==> src/rtl/fetch_sequencer.sv <==
// In-order instruction fetch sequencer: issues fetches from pc_f, tags responses with their
// address, and presents them through a 2-entry buffer with redirect/exception flushing.
module fetch_sequencer #(
   parameter logic [31:0] RESET_PC = 32'h0000_3000,
   parameter logic [31:0] EXC_VEC  = 32'h0000_4180,
   parameter logic [31:0] IM_LO    = 32'h0000_3000,
   parameter logic [31:0] IM_HI    = 32'h0000_6FFF
) (
   input  logic        clk,
   input  logic        reset,
   input  logic        exc,
   input  logic        redirect,
   input  logic [31:0] redirect_pc,
   output logic        im_req,
   output logic [31:0] im_addr,
   input  logic        im_gnt,
   input  logic        im_rvalid,
   input  logic [31:0] im_rdata,
   output logic        instr_valid,
   input  logic        instr_ready,
   output logic [31:0] instr,
   output logic [31:0] instr_pc,
   output logic        adel
);

   typedef enum logic {RUN = 1'b0, ERR = 1'b1} state_t;

   typedef struct packed {
      logic [31:0] word;
      logic [31:0] pc;
      logic        err;
   } entry_t;

   state_t      state_q, state_d;
   logic [31:0] pc_q, pc_d;
   logic [1:0]  out_q, out_d;
   logic [1:0]  disc_q, disc_d;
   logic [1:0]  occ_q, occ_d;
   entry_t      buf_q [2];
   entry_t      buf_d [2];
   logic [31:0] tag_q [2];
   logic [31:0] tag_d [2];

   logic flush, legal, fire, pop, push_rsp, push_err;
   logic buf_wr_idx, tag_wr_idx;

   always_comb begin
      flush       = exc | redirect;
      legal       = (pc_q[1:0] == 2'b00) && (pc_q >= IM_LO) && (pc_q <= IM_HI);
      // Outstanding plus buffered never exceeds 2, so every response always has a free slot.
      im_req      = !reset && (state_q == RUN) && !flush && legal &&
                    (({1'b0, out_q} + {1'b0, occ_q}) < 3'd2);
      fire        = im_req && im_gnt;
      instr_valid = !reset && (occ_q != 2'd0);
      pop         = instr_valid && instr_ready;
      push_rsp    = im_rvalid && !flush && (disc_q == 2'd0) && (state_q == RUN);
      push_err    = (state_q == RUN) && !flush && !legal && (out_q == 2'd0) && (occ_q != 2'd2);
      buf_wr_idx  = (occ_q == 2'd2) || ((occ_q == 2'd1) && !pop);
      tag_wr_idx  = out_q[0] && !im_rvalid;
   end

   always_comb begin
      state_d = state_q;
      pc_d    = pc_q;
      disc_d  = disc_q;
      buf_d   = buf_q;
      tag_d   = tag_q;

      if (im_rvalid) tag_d[0] = tag_q[1];
      if (fire) tag_d[tag_wr_idx] = pc_q;
      out_d = out_q + {1'b0, fire} - {1'b0, im_rvalid};

      if (pop) buf_d[0] = buf_q[1];
      if (push_rsp) buf_d[buf_wr_idx] = '{word: im_rdata, pc: tag_q[0], err: 1'b0};
      if (push_err) buf_d[buf_wr_idx] = '{word: 32'h0, pc: pc_q, err: 1'b1};
      occ_d = occ_q - {1'b0, pop} + {1'b0, push_rsp | push_err};

      if (im_rvalid && (disc_q != 2'd0)) disc_d = disc_q - 2'd1;
      if (fire) pc_d = pc_q + 32'd4;
      if (push_err) state_d = ERR;

      // Responses still in flight belong to the abandoned path and must be swallowed.
      if (flush) begin
         pc_d    = exc ? EXC_VEC : redirect_pc;
         state_d = RUN;
         occ_d   = 2'd0;
         disc_d  = out_q - {1'b0, im_rvalid};
      end
   end

   always_ff @(posedge clk) begin
      if (reset) begin
         state_q <= RUN;
         pc_q    <= RESET_PC;
         out_q   <= 2'd0;
         disc_q  <= 2'd0;
         occ_q   <= 2'd0;
      end else begin
         state_q <= state_d;
         pc_q    <= pc_d;
         out_q   <= out_d;
         disc_q  <= disc_d;
         occ_q   <= occ_d;
      end
   end

   always_ff @(posedge clk) begin
      buf_q <= buf_d;
      tag_q <= tag_d;
   end

   assign im_addr  = pc_q;
   assign instr    = reset ? 32'h0 : buf_q[0].word;
   assign instr_pc = reset ? 32'h0 : buf_q[0].pc;
   assign adel     = reset ? 1'b0  : buf_q[0].err;

endmodule

==> config.mk <==
export PLATFORM = sky130hd
export DESIGN_NAME = fetch_sequencer
export DESIGN_NICKNAME = d
export VERILOG_FILES = /design/src/rtl/fetch_sequencer.sv
export SDC_FILE = /design/constraint.sdc
export NUM_CORES = 1
export LEC_CHECK = 0
export ABC_AREA = 1
export CORE_ASPECT_RATIO = 2
export CORE_MARGIN = 8
export CORE_UTILIZATION = 35
export DETAILED_ROUTE_END_ITERATION = 7
export GPL_TIMING_DRIVEN = 0
export SLEW_MARGIN = 5
export SYNTH_ARGS = -nofsm -noshare
export SYNTH_HDL_FRONTEND = slang
export SYNTH_SLANG_ARGS = --single-unit
==> constraint.sdc <==
create_clock -name clk -period 3.32 [get_ports clk]
set_clock_uncertainty 0.1 [all_clocks]
set_input_delay 0.664 -clock clk [delete_from_list [all_inputs] [get_ports clk]]
set_output_delay 0.664 -clock clk [all_outputs]
set_load 0.01 [all_outputs]
==> flow_summary.ini <==
[final_layout]
fillCellCount = 3371
synthToLayoutAreaGrowth_pct = 26.8
drive_gt1_share_pct = 6.44
final_util_pct = 45.0
nets = 1881

[clock_network]
cts_buffers = 24
cts_max_path_buffers = 3
clkTransAtPathRegs_ps = 60
clkLatencyLatePin_ps = 530
clock-sinks = 233
cts_hold_buf = 0
root_buffer = clkbuf_16
cts_tree = yes
postCtsSetupBuffers = 0
cts.htree.levels = 1

[global_routing]
grt_pass1_vias = 11015
grt_start_max_net_pins = 23
antenna_found_initial = 1
overflow = 0
grtUsageTotal_pct = 19.7
grt_pass1_wl_um = 59000

[hold_path]
worst_hold_path.num_cells = 0
hp-start = im_addr[7]
hold_path_class = reg -> reg

[placed_design]
port_buffers = 168
hpwl_um = 29000
finalWeightedCongestion = 0.859

[worst_setup_path]
rr_endpoint = occ_q[1]
r2r_setup_slack_ps = 370
cp_slowest_stage_delay_ps = 520
startpoint_type = input port
critPathArrivalTime_ps = 2440
crit_fanout = 10
crit_chain = buf_2 -> clkbuf_2 -> clkbuf_1 -> nor2_1 -> clkdlybuf4s50_1
r2r-start = im_addr[22]
critPathKind = in -> out
cp_slowest_cell = clkdlybuf4s50_1
critPathRequiredTime_ps = 2560
worstRegToRegCells = 13
end_kind = output pin

[timing]
max_slew.worst_pin.slew_ps = 830
fin_crit_ps = 3210
maxSlewViolCount = 0
clock.fmax_mhz = 312
report.final.hold_viol_count = 0
rsz0062_at_grt = false
max_slew_margin_pct = 44.5
setup_violations = 0
post-route-period-util_pct = 96.6

[run_status]
status = finished, final reports clean

[detailed_routing]
viasPerCell = 4.80
num_vias = 10755
drtIter0Drc = 460
route.detailed.drc = 0
drtPass1Iterations = 5
wire_per_inst_um = 16.9
wl_um = 38000
antenna_left = 0

[logic_synthesis]
synth_fa_ha_area_share_pct = 1.19
synth_top_family_by_area = simple AND/OR/NAND/NOR gates
synthSimpleGateAreaFrac_pct = 27.9
synth-seq-cells = 233
synth_top_cells_by_area = dfxtp_1 (36%), nand2_1 (14%), edfxtp_1 (8.6%), inv_1 (8.4%), nand3_1 (5.3%)
yosysMostFrequentCell = nand2_1
avgSynthCellArea_um2 = 6.97
synth.cell_area_mm2 = 0.0112
yosysUniqueCellTypes = 40
yosysTopAreaCellShare_pct = 36.0
synth_warnings = 0
synth_edf_count = 32
yosysTopAreaCell = dfxtp_1
synth_compound_area_share_pct = 13.4
ys_seq_area_share_pct = 44.6
synth_ff_type = dfxtp_1
synthArstFlopShare_pct = 0
synth_common_cells = nand2_1 (428), inv_1 (250), dfxtp_1 (201), nor2_1 (119), nand3_1 (118)
synthCells = 1605
synth_mux_area_share_pct = 0
syn-num-nets = 1686
synth_xor_xnor_area_share_pct = 0.313

[floorplanning]
ioPinCount = 170
dieArea_mm2 = 0.0383
die_y_um = 269
start_util_pct = 35.5
core.rowCount = 92
core_area_mm2 = 0.0315
die_w_um = 142

[run]
drv_cap = 0

[pwr]
p_per_area_mw_per_mm2 = 582
leakage_uw = 0.00622
power.total_uw = 8250
vdd_drop_max_mv = 0.345
timing repair:
item / in CTS / in global routing
pin swaps: 0 / 0
setup endpoints to repair: 41 / 1
resized for setup: 2 / 2
routing by layer:
| metal | routed length (um) | vias to the layer above | global-route usage [%] |
|---|---|---|---|
| li1 | - | 5411 | - |
| met1 | 13500 | 4911 | 19.2 |
| met2 | 20300 | 334 | 38.0 |
| met3 | 2260 | 99 | 3.44 |
| met4 | 1910 | 0 | 11.2 |
| met5 | 0 | - | 0 |
cell type report:
| cell class | count | area [um^2] | area share, % |
|---|---|---|---|
| Multi-Input combinational cell | 1018 | 4800 | 33.9 |
| Clock inverter | 14 | 95.1 | 0.671 |
| Timing Repair Buffer | 169 | 1700 | 12.0 |
| Inverter | 258 | 968 | 6.83 |
| Sequential cell | 233 | 4980 | 35.2 |
| Tap cell | 423 | 529 | 3.73 |
| Clock buffer | 30 | 664 | 4.69 |
| Buffer | 96 | 437 | 3.08 |
| Antenna cell | 1 | 2.50 | 0.0176 |
metrics by stage:
| step | setup WS (ps) | TNS (ps) | instances | instance area [um^2] | hold slack [ps] |
|---|---|---|---|---|---|
| floorplan | 350 | 0 | 1605 | 11200 | 343 |
| global placement | -1060 | -42320 | 2196 | 13400 | 345 |
| detailed placement | -282 | -12410 | 2197 | 13400 | 352 |
| CTS | 56.7 | 0 | 2241 | 14200 | 368 |
| global route | 5.12 | 0 | 2242 | 14200 | 386 |
| finish | 112 | 0 | 2242 | 14200 | 362 |
worst max path at each step:
stage,from,end,cells past startpoint
2_1_floorplan,occ_q[0],register,8
4_1_cts,reset,instr_pc[18],5
5_1_grt,reset,instr_pc[4],5
3_5_place_dp,reset,instr_pc[18],5
3_3_place_gp,im_rvalid,register,7
6_report,reset,instr_pc[1],5
where the power goes:
part / leakage (uW) / internal, uW / switching [uW]
logic: 0.00391 / 896 / 1060
registers: 0.00193 / 3380 / 245
clock network: 0.000385 / 1500 / 1170
total: 0.00622 / 5770 / 2480
placed cells by master, fill, tap and decap left out, types with 4 or more instances in the layout:
cell type and count:
ha_1 9, clkbuf_1 45, clkinv_2 9, edfxtp_1 32, clkbuf_16 25, o21ai_1 63, dfxtp_1 201, inv_2 8
nand2_2 4, a21oi_1 35, buf_2 33, clkdlybuf4s50_1 167, or2_0 20, nor2_1 118, inv_1 250, or2_2 11
o211ai_1 51, or2_1 16, nand2_1 428, buf_1 12, nand3_1 118, buf_4 7, o21ai_0 114
critical path: cells and delay by family:
family                 cells  cell delay (ps)
buffers and inverters      4             1620
AND/OR/NAND/NOR            1              150
cells by family (layout without fill, tap and decap cells):
group,after synthesis,in the layout
buffers and inverters,354,567
AO/OA/AOI/OAI,271,271
other,0,1
flip-flops,233,233
AND/OR/NAND/NOR,733,733
XOR/XNOR,4,4
adder cells (fa/ha/maj),10,10
Note: power is estimated with default switching activity, not from simulation.
